`config.mk`:
```
export PLATFORM = sky130hd
export DESIGN_NAME = pc_sequencer_flat
export DESIGN_NICKNAME = d
export VERILOG_FILES = /design/src/rtl/pc_sequencer_if.sv /design/src/rtl/pc_sequencer.sv /design/src/flat_wrapper.sv
export SDC_FILE = /design/constraint.sdc
export NUM_CORES = 1
export LEC_CHECK = 0
export CAP_MARGIN = 20
export CORE_MARGIN = 4
export CORE_UTILIZATION = 37
export DETAILED_ROUTE_END_ITERATION = 10
export PLACE_DENSITY = 0.81
export SETUP_SLACK_MARGIN = 0.4
export SLEW_MARGIN = 40
export SYNTH_ARGS = -nofsm -noshare
export SYNTH_HDL_FRONTEND = slang
export SYNTH_SLANG_ARGS = --single-unit
export TNS_END_PERCENT = 100
```
`constraint.sdc`:
```
create_clock -name clock -period 1.72 [get_ports clock]
set_input_delay 0.258 -clock clock [delete_from_list [all_inputs] [get_ports clock]]
set_output_delay 0.258 -clock clock [all_outputs]
set_load 0.01 [all_outputs]
```
`src/rtl/pc_sequencer_if.sv`:
```
// Request/response bundle between the PC sequencer and its surrounding pipeline.
// The master drives PC state and flow-control requests; the slave returns the next PC and status.
interface pc_sequencer_if #(
    parameter int PC_W = 8
);
    logic [PC_W-1:0] cur_pc;
    logic            run;
    logic            halt_req;
    logic            stall;
    logic            branch_take;
    logic [PC_W-1:0] branch_target;
    logic            jump;
    logic [PC_W-1:0] jump_target;
    logic            call;
    logic            ret;
    logic [PC_W-1:0] next_pc;
    logic            running;
    logic            stalled;
    logic            wrap;
    logic            ras_err;

    modport master (
        output cur_pc, run, halt_req, stall,
        output branch_take, branch_target,
        output jump, jump_target, call, ret,
        input  next_pc, running, stalled, wrap, ras_err
    );

    modport slave (
        input  cur_pc, run, halt_req, stall,
        input  branch_take, branch_target,
        input  jump, jump_target, call, ret,
        output next_pc, running, stalled, wrap, ras_err
    );
endinterface

```
`src/rtl/pc_sequencer.sv`:
```
// PC sequencer: HALT/RUN/STALL control, next-PC selection and optional return-address stack.
// The return-address stack is built only when PC_SEQUENCER_RAS_EN is defined.
module pc_sequencer #(
    parameter int PC_W      = 8,
    parameter int RAS_DEPTH = 4
) (
    input logic           clock,
    input logic           clear_n,
    pc_sequencer_if.slave bus
);

    typedef enum logic [1:0] {
        HALT  = 2'd0,
        RUN   = 2'd1,
        STALL = 2'd2
    } state_t;

    state_t          state;
    state_t          nstate;
    logic [1:0]      sync;
    logic            active;
    logic [PC_W-1:0] inc_pc;
    logic [PC_W-1:0] npc;
    logic            incr;
    logic            running_q;
    logic            stalled_q;
    logic            wrap_q;

`ifdef PC_SEQUENCER_RAS_EN
    localparam int AW  = $clog2(RAS_DEPTH);
    localparam int SPW = AW + 1;
    localparam logic [SPW-1:0] FULL = SPW'(RAS_DEPTH);

    logic [PC_W-1:0] stack [RAS_DEPTH];
    logic [SPW-1:0]  sp;
    logic [AW-1:0]   top_idx;
    logic            empty;
    logic            full;
    logic            push;
    logic            pop;
    logic            err;
    logic            err_q;

    assign empty   = (sp == '0);
    assign full    = (sp == FULL);
    assign top_idx = sp[AW-1:0] - AW'(1);
`endif

    // Release of clear_n is retimed so the FSM never sees a partial reset edge.
    always_ff @(posedge clock or negedge clear_n) begin
        if (!clear_n) sync <= 2'b00;
        else          sync <= {sync[0], 1'b1};
    end

    assign active = sync[1];
    assign inc_pc = bus.cur_pc + PC_W'(1);

    always_comb begin
        nstate = state;
        npc    = bus.cur_pc;
        incr   = 1'b0;
`ifdef PC_SEQUENCER_RAS_EN
        push   = 1'b0;
        pop    = 1'b0;
        err    = 1'b0;
`endif
        if (state == HALT) begin
            if (bus.run) nstate = RUN;
        end else if (bus.halt_req) begin
            nstate = HALT;
        end else if (bus.stall) begin
            nstate = STALL;
        end else begin
            nstate = RUN;
            priority case (1'b1)
                bus.ret: begin
`ifdef PC_SEQUENCER_RAS_EN
                    if (!empty) begin
                        npc = stack[top_idx];
                        pop = 1'b1;
                    end else begin
                        incr = 1'b1;
                        err  = 1'b1;
                    end
`else
                    incr = 1'b1;
`endif
                end
                bus.call: begin
                    npc = bus.jump_target;
`ifdef PC_SEQUENCER_RAS_EN
                    if (!full) push = 1'b1;
                    else       err  = 1'b1;
`endif
                end
                bus.jump:        npc  = bus.jump_target;
                bus.branch_take: npc  = bus.branch_target;
                default:         incr = 1'b1;
            endcase
            if (incr) npc = inc_pc;
        end
    end

    always_ff @(posedge clock or negedge clear_n) begin
        if (!clear_n) begin
            state     <= HALT;
            running_q <= 1'b0;
            stalled_q <= 1'b0;
            wrap_q    <= 1'b0;
        end else if (active) begin
            state     <= nstate;
            running_q <= (nstate != HALT);
            stalled_q <= (nstate == STALL);
            wrap_q    <= incr && (&bus.cur_pc);
        end
    end

`ifdef PC_SEQUENCER_RAS_EN
    always_ff @(posedge clock or negedge clear_n) begin
        if (!clear_n) begin
            sp    <= '0;
            err_q <= 1'b0;
        end else begin
            if (push)     sp <= sp + SPW'(1);
            else if (pop) sp <= sp - SPW'(1);
            if (err) err_q <= 1'b1;
        end
    end

    // Entries need no reset: the stack pointer alone defines validity.
    always_ff @(posedge clock) begin
        if (push) stack[sp[AW-1:0]] <= inc_pc;
    end

    assign bus.ras_err = err_q;
`else
    assign bus.ras_err = 1'b0;
`endif

    assign bus.next_pc = npc;
    assign bus.running = running_q;
    assign bus.stalled = stalled_q;
    assign bus.wrap    = wrap_q;

endmodule

```
`src/flat_wrapper.sv`:
```
// flat-port wrapper written by rule: the top's interface ports become plain ports
module pc_sequencer_flat 
#(
    parameter int PC_W      = 8,
    parameter int RAS_DEPTH = 4
)
  (clock, clear_n, bus_cur_pc, bus_run, bus_halt_req, bus_stall, bus_branch_take, bus_branch_target, bus_jump, bus_jump_target, bus_call, bus_ret, bus_next_pc, bus_running, bus_stalled, bus_wrap, bus_ras_err);
  pc_sequencer_if #(.PC_W(PC_W)) bus_i ();
  input logic clock;
  input logic clear_n;
  input wire logic [$bits(bus_i.cur_pc)-1:0] bus_cur_pc;
  input wire logic [$bits(bus_i.run)-1:0] bus_run;
  input wire logic [$bits(bus_i.halt_req)-1:0] bus_halt_req;
  input wire logic [$bits(bus_i.stall)-1:0] bus_stall;
  input wire logic [$bits(bus_i.branch_take)-1:0] bus_branch_take;
  input wire logic [$bits(bus_i.branch_target)-1:0] bus_branch_target;
  input wire logic [$bits(bus_i.jump)-1:0] bus_jump;
  input wire logic [$bits(bus_i.jump_target)-1:0] bus_jump_target;
  input wire logic [$bits(bus_i.call)-1:0] bus_call;
  input wire logic [$bits(bus_i.ret)-1:0] bus_ret;
  output wire logic [$bits(bus_i.next_pc)-1:0] bus_next_pc;
  output wire logic [$bits(bus_i.running)-1:0] bus_running;
  output wire logic [$bits(bus_i.stalled)-1:0] bus_stalled;
  output wire logic [$bits(bus_i.wrap)-1:0] bus_wrap;
  output wire logic [$bits(bus_i.ras_err)-1:0] bus_ras_err;
  assign bus_i.cur_pc = bus_cur_pc;
  assign bus_i.run = bus_run;
  assign bus_i.halt_req = bus_halt_req;
  assign bus_i.stall = bus_stall;
  assign bus_i.branch_take = bus_branch_take;
  assign bus_i.branch_target = bus_branch_target;
  assign bus_i.jump = bus_jump;
  assign bus_i.jump_target = bus_jump_target;
  assign bus_i.call = bus_call;
  assign bus_i.ret = bus_ret;
  assign bus_next_pc = bus_i.next_pc;
  assign bus_running = bus_i.running;
  assign bus_stalled = bus_i.stalled;
  assign bus_wrap = bus_i.wrap;
  assign bus_ras_err = bus_i.ras_err;
  pc_sequencer #(.PC_W(PC_W), .RAS_DEPTH(RAS_DEPTH)) u_core (.clock(clock), .clear_n(clear_n), .bus(bus_i));
endmodule
```
[Word level (Yosys, flattened, before mapping)]
Cells that the tools add are included.
Word-level totals
  bits in registers: 7
  input port bits: 33
  output and inout bits: 12
  word-level logic and storage cells: 33
Cells by class
  add/subtract/negate cells: 1
  equality and inequality tests: 1
  muxes and demuxes: 22
  reductions and logical operators: 4
Operators with widths (number)
  2-to-1 mux 8 bit: 8
  2-to-1 mux 1 bit: 10
  adder 8 x 1 -> 8 bit (second input constant): 1
  2-to-1 mux 2 bit: 4
  AND reduction 8 bit: 1
  equality test 2 bit (second input constant): 1
  logical NOT 2 bit: 1
  nonzero test 2 bit: 1
  logical AND 1 bit: 1

[Depth between registers and ports, before layout]
  depth after elaboration: 11
  gate-level depth with buffers: 5
  depth with buffers taken out: 5

[Least setup slack after synthesis]
No wires, ideal clock.
  kind: register to output
  start point: register u_core.state[0]
  end point: output bus_next_pc[3]
  data arrival time: 1220 ps
  data required time: 1462 ps
  slack: 242 ps
  cell stages (with the launch flop): 6
  path buffers: 1
  path through: dfrtp_1 o21bai_1 or2_0 clkbuf_1 a21oi_1 a2bb2oi_1
Between the ends
  word-level cells in the longest chain between the ends: 2
Ends and longest elaborated chain
  start: declaration: line pc_sequencer.sv:18  | state_t state;
  start signal: assignment: line pc_sequencer.sv:111  | state <= nstate;
  logical NOT 2 bit: line pc_sequencer.sv:67  | if (state == HALT) begin
  2-to-1 mux 8 bit: line pc_sequencer.sv:67
  end: declaration: line flat_wrapper.sv:21  | output wire logic [$bits(bus_i.next_pc)-1:0] bus_next_pc;
No other way between the ends.

[Worst setup path after layout]
  start point: register u_core.state[1]
  end point: output bus_next_pc[4]
Same word-level chain as after synthesis.

==> run_results.csv <==
group,metric,value,unit
setup_path,crit_arrival,1560,ps
synth,synth_seq_cells,7,
setup_path,reg2reg_setup_slack,480,ps
setup_path,critPathMaxStageDelay,400,ps
setup_path,end_kind,"primary output",
layout,layout_common_cells,"buf_4, clkdlybuf4s50_1, buf_2, dlygate4sd2_1, buf_6",
setup_path,cp.depth,7,
die,pin_count,45,
cts,numClockSinks,7,
grt,antenna_found_initial,0,
setup_path,crit_chain,"o21bai_4 > buf_6 > nor2_4 > buf_6 > buf_6 > a22o_1 > buf_2",
grt,gr-usage-all-layers,23.5,%
detailed_routing,detail_route.first_pass.iterations,4,
layout,fin_util,80.8,%
setup_path,crit_path_start,"u_core.state[1]",
power_and_ir_drop,power,720,µW
synth,yosysUniqueCellTypes,36,
setup_path,ff2ff_path_depth,7,
timing,slew_viol_final,0,
grt,grt_pass1_wl,4.87,mm
setup_path,crit_family,"buffers and inverters",
cts,htreeDepth,1,
setup_path,r2r-end,"u_core.bus.wrap",
power_and_ir_drop,p_per_area,459,nW/µm²
detailed_routing,ant_nets,0,
timing,rsz0062_at_grt,"yes",
cts,cts-root-buf,"clkbuf_4",
run_status,violations,"negative setup slack",
timing,setup_viol_count_final,6,
setup_path,required,1460,ps
detailed_routing,wl,3.28,mm
synth,synth-seq-area-share,23.3,%
setup_path,crit_top_cell,"buf_6",
detailed_routing,wire_per_inst,16.5,µm
synth,yosysWarnings,0,
timing,max_freq,0.550,GHz
synth,syn-cell-area,752,µm²
setup_path,cp-start-kind,"flip-flop",
timing,fin_ws,-97.4,ps
placement,dp_hpwl,2.11,mm
die,fp.coreArea,1940,µm²
synth,synth_top_area_share,23.3,%
setup_path,crit_type,"flip-flop to primary output",
layout,layout_commonest_cell,"buf_4",
synth,avgSynthCellArea,7.83,µm²
grt,first_global_vias,1163,
die,initial_core_util,38.7,%
setup_path,path_max_fanout,6,
detailed_routing,drt_iter0_markers,19,
synth,synthTopCellsByArea,"dfrtp_1, o21ai_0, a31oi_1, a22o_1, o21a_1",
run_status,outcome,"complete, but fails checks",
power_and_ir_drop,ir_worst_vdd,0.000316,V
timing,fin_skew,4.64,ps
run,max-cap-violations,0,
worst_hold_path,hold_class,"input port to asynchronous set/reset pin",
synth,netlist_instances,96,
synth,synth_top_cell_by_area,"dfrtp_1",
power_and_ir_drop,leakage,0.000703,µW
layout,diodes,0,
grt,gr-total-overflow,0,
detailed_routing,via_per_inst,5.53,
setup_path,critical_path_buf_inv_count,4,
die,placementRows,16,
grt,grt_max_degree,11,
timing,hold_viol,0,
setup_path,r2r_start,"u_core.state[1]",
cts,clk_latency,250,ps
cts,cts_buffer_depth,2,
synth,syn-num-nets,130,
die,dieHeight,53.1,µm
detailed_routing,drcViolationCount,0,
cts,cts_buffers,3,
placement,portBuffers,43,
cts,clk_pin_slew,50,ps
setup_path,cp_slowest_cell,"dfrtp_1",
timing,min_period,1820,ps
die,die_area,2820,µm²
timing,period_share,106,%
layout,syn2layout_area_growth,109,%
layout,drive_gt1_share,45.9,%
detailed_routing,vias,1100,
die,die_w,53.1,µm
layout,nets,207,
setup_path,cp-endpoint,"bus_next_pc[4]",
placement,place_congestion,0.766,
cts,cts_tree,"done",
==> layout make-up <==
cell class	instances	area, µm²
timing repair buffer	80	676
multi-input combinational	77	643
fill	131	373
sequential	7	175
tap	27	33.8
clock buffer	4	26.3
inverter	4	15.0
==> cells in the mapped netlist, drive strengths merged <==
cell type and instances:
a21o 2, a21oi 5, a22o 4, a2bb2oi 3, a31oi 6, and3 2
buf 5, clkbuf 3, conb 2, dfrtp 7, ha 1, inv 4
mux2 1, mux2i 1, nand2 5, nand2b 2, nand3 5, nand4 1
nand4bb 1, nor2 8, nor3 1, o2111ai 1, o211ai 2, o21a 4
o21ai 9, o21bai 1, o22ai 4, o32ai 1, o41ai 1, or2 2
or3 2
==> power breakdown <==
part	switching, µW	leakage (µW)	internal, µW
clock	58.4	0.0000150	88.4
sequential	13.6	0.0000863	180
combinational	165	0.000602	214
==> flip-flops by register name, indices dropped and copies added (netlist names) <==
signal,count
u_core.bus.wrap,1
u_core.sync,2
u_core.bus.running,1
u_core.bus.stalled,1
u_core.state,2
==> logic make-up after synthesis <==
group	share of synthesized area, %
AO/OA/AOI/OAI	39.3
AND/OR/NAND/NOR	23.1
buffers and inverters	8.82
flip-flops	23.3
multiplexers	2.83
other	0.999
adder cells (fa/ha/maj)	1.66
==> repair_timing <==
item                       CTS  global route
setup endpoints to repair   13             9
hold buffers                 0             0
setup buffers               10             1
pin swaps                   14             8
gates resized for setup     76            17
gates cloned                 0             0
==> layer usage <==
layer	track usage [%]	up-vias	wire length (µm)
met4	14.0	0	216
met2	49.4	61	1800
met5	0	-	0
li1	-	516	-
met1	20.2	498	1060
met3	2.54	25	205
==> worst min path at each step <==
stage | from | end | slack [ps] | depth (start not counted)
2_1_floorplan | clear_n | u_core.bus.running | -40 | 0
3_3_place_gp | u_core.sync[0] | u_core.sync[1] | 340 | 0
3_5_place_dp | u_core.sync[0] | u_core.sync[1] | 340 | 0
4_1_cts | clear_n | u_core.state[1] | 260 | 1
5_1_grt | clear_n | u_core.state[1] | 270 | 1
6_report | clear_n | u_core.state[0] | 260 | 1
==> per-stage QoR <==
stage	instances	area, µm²	hold slack, ps	TNS (ps)	setup slack, ps
2_1_floorplan	96	783	-37.6	0	275
3_3_place_gp	184	1390	335	-5060	-691
3_5_place_dp	184	1390	337	-5520	-764
4_1_cts	198	1510	263	-209	-82.0
5_1_grt	199	1570	275	-674	-173
6_report	199	1570	260	-320	-97.4
No activity file was read; power rests on OpenSTA's default activity.
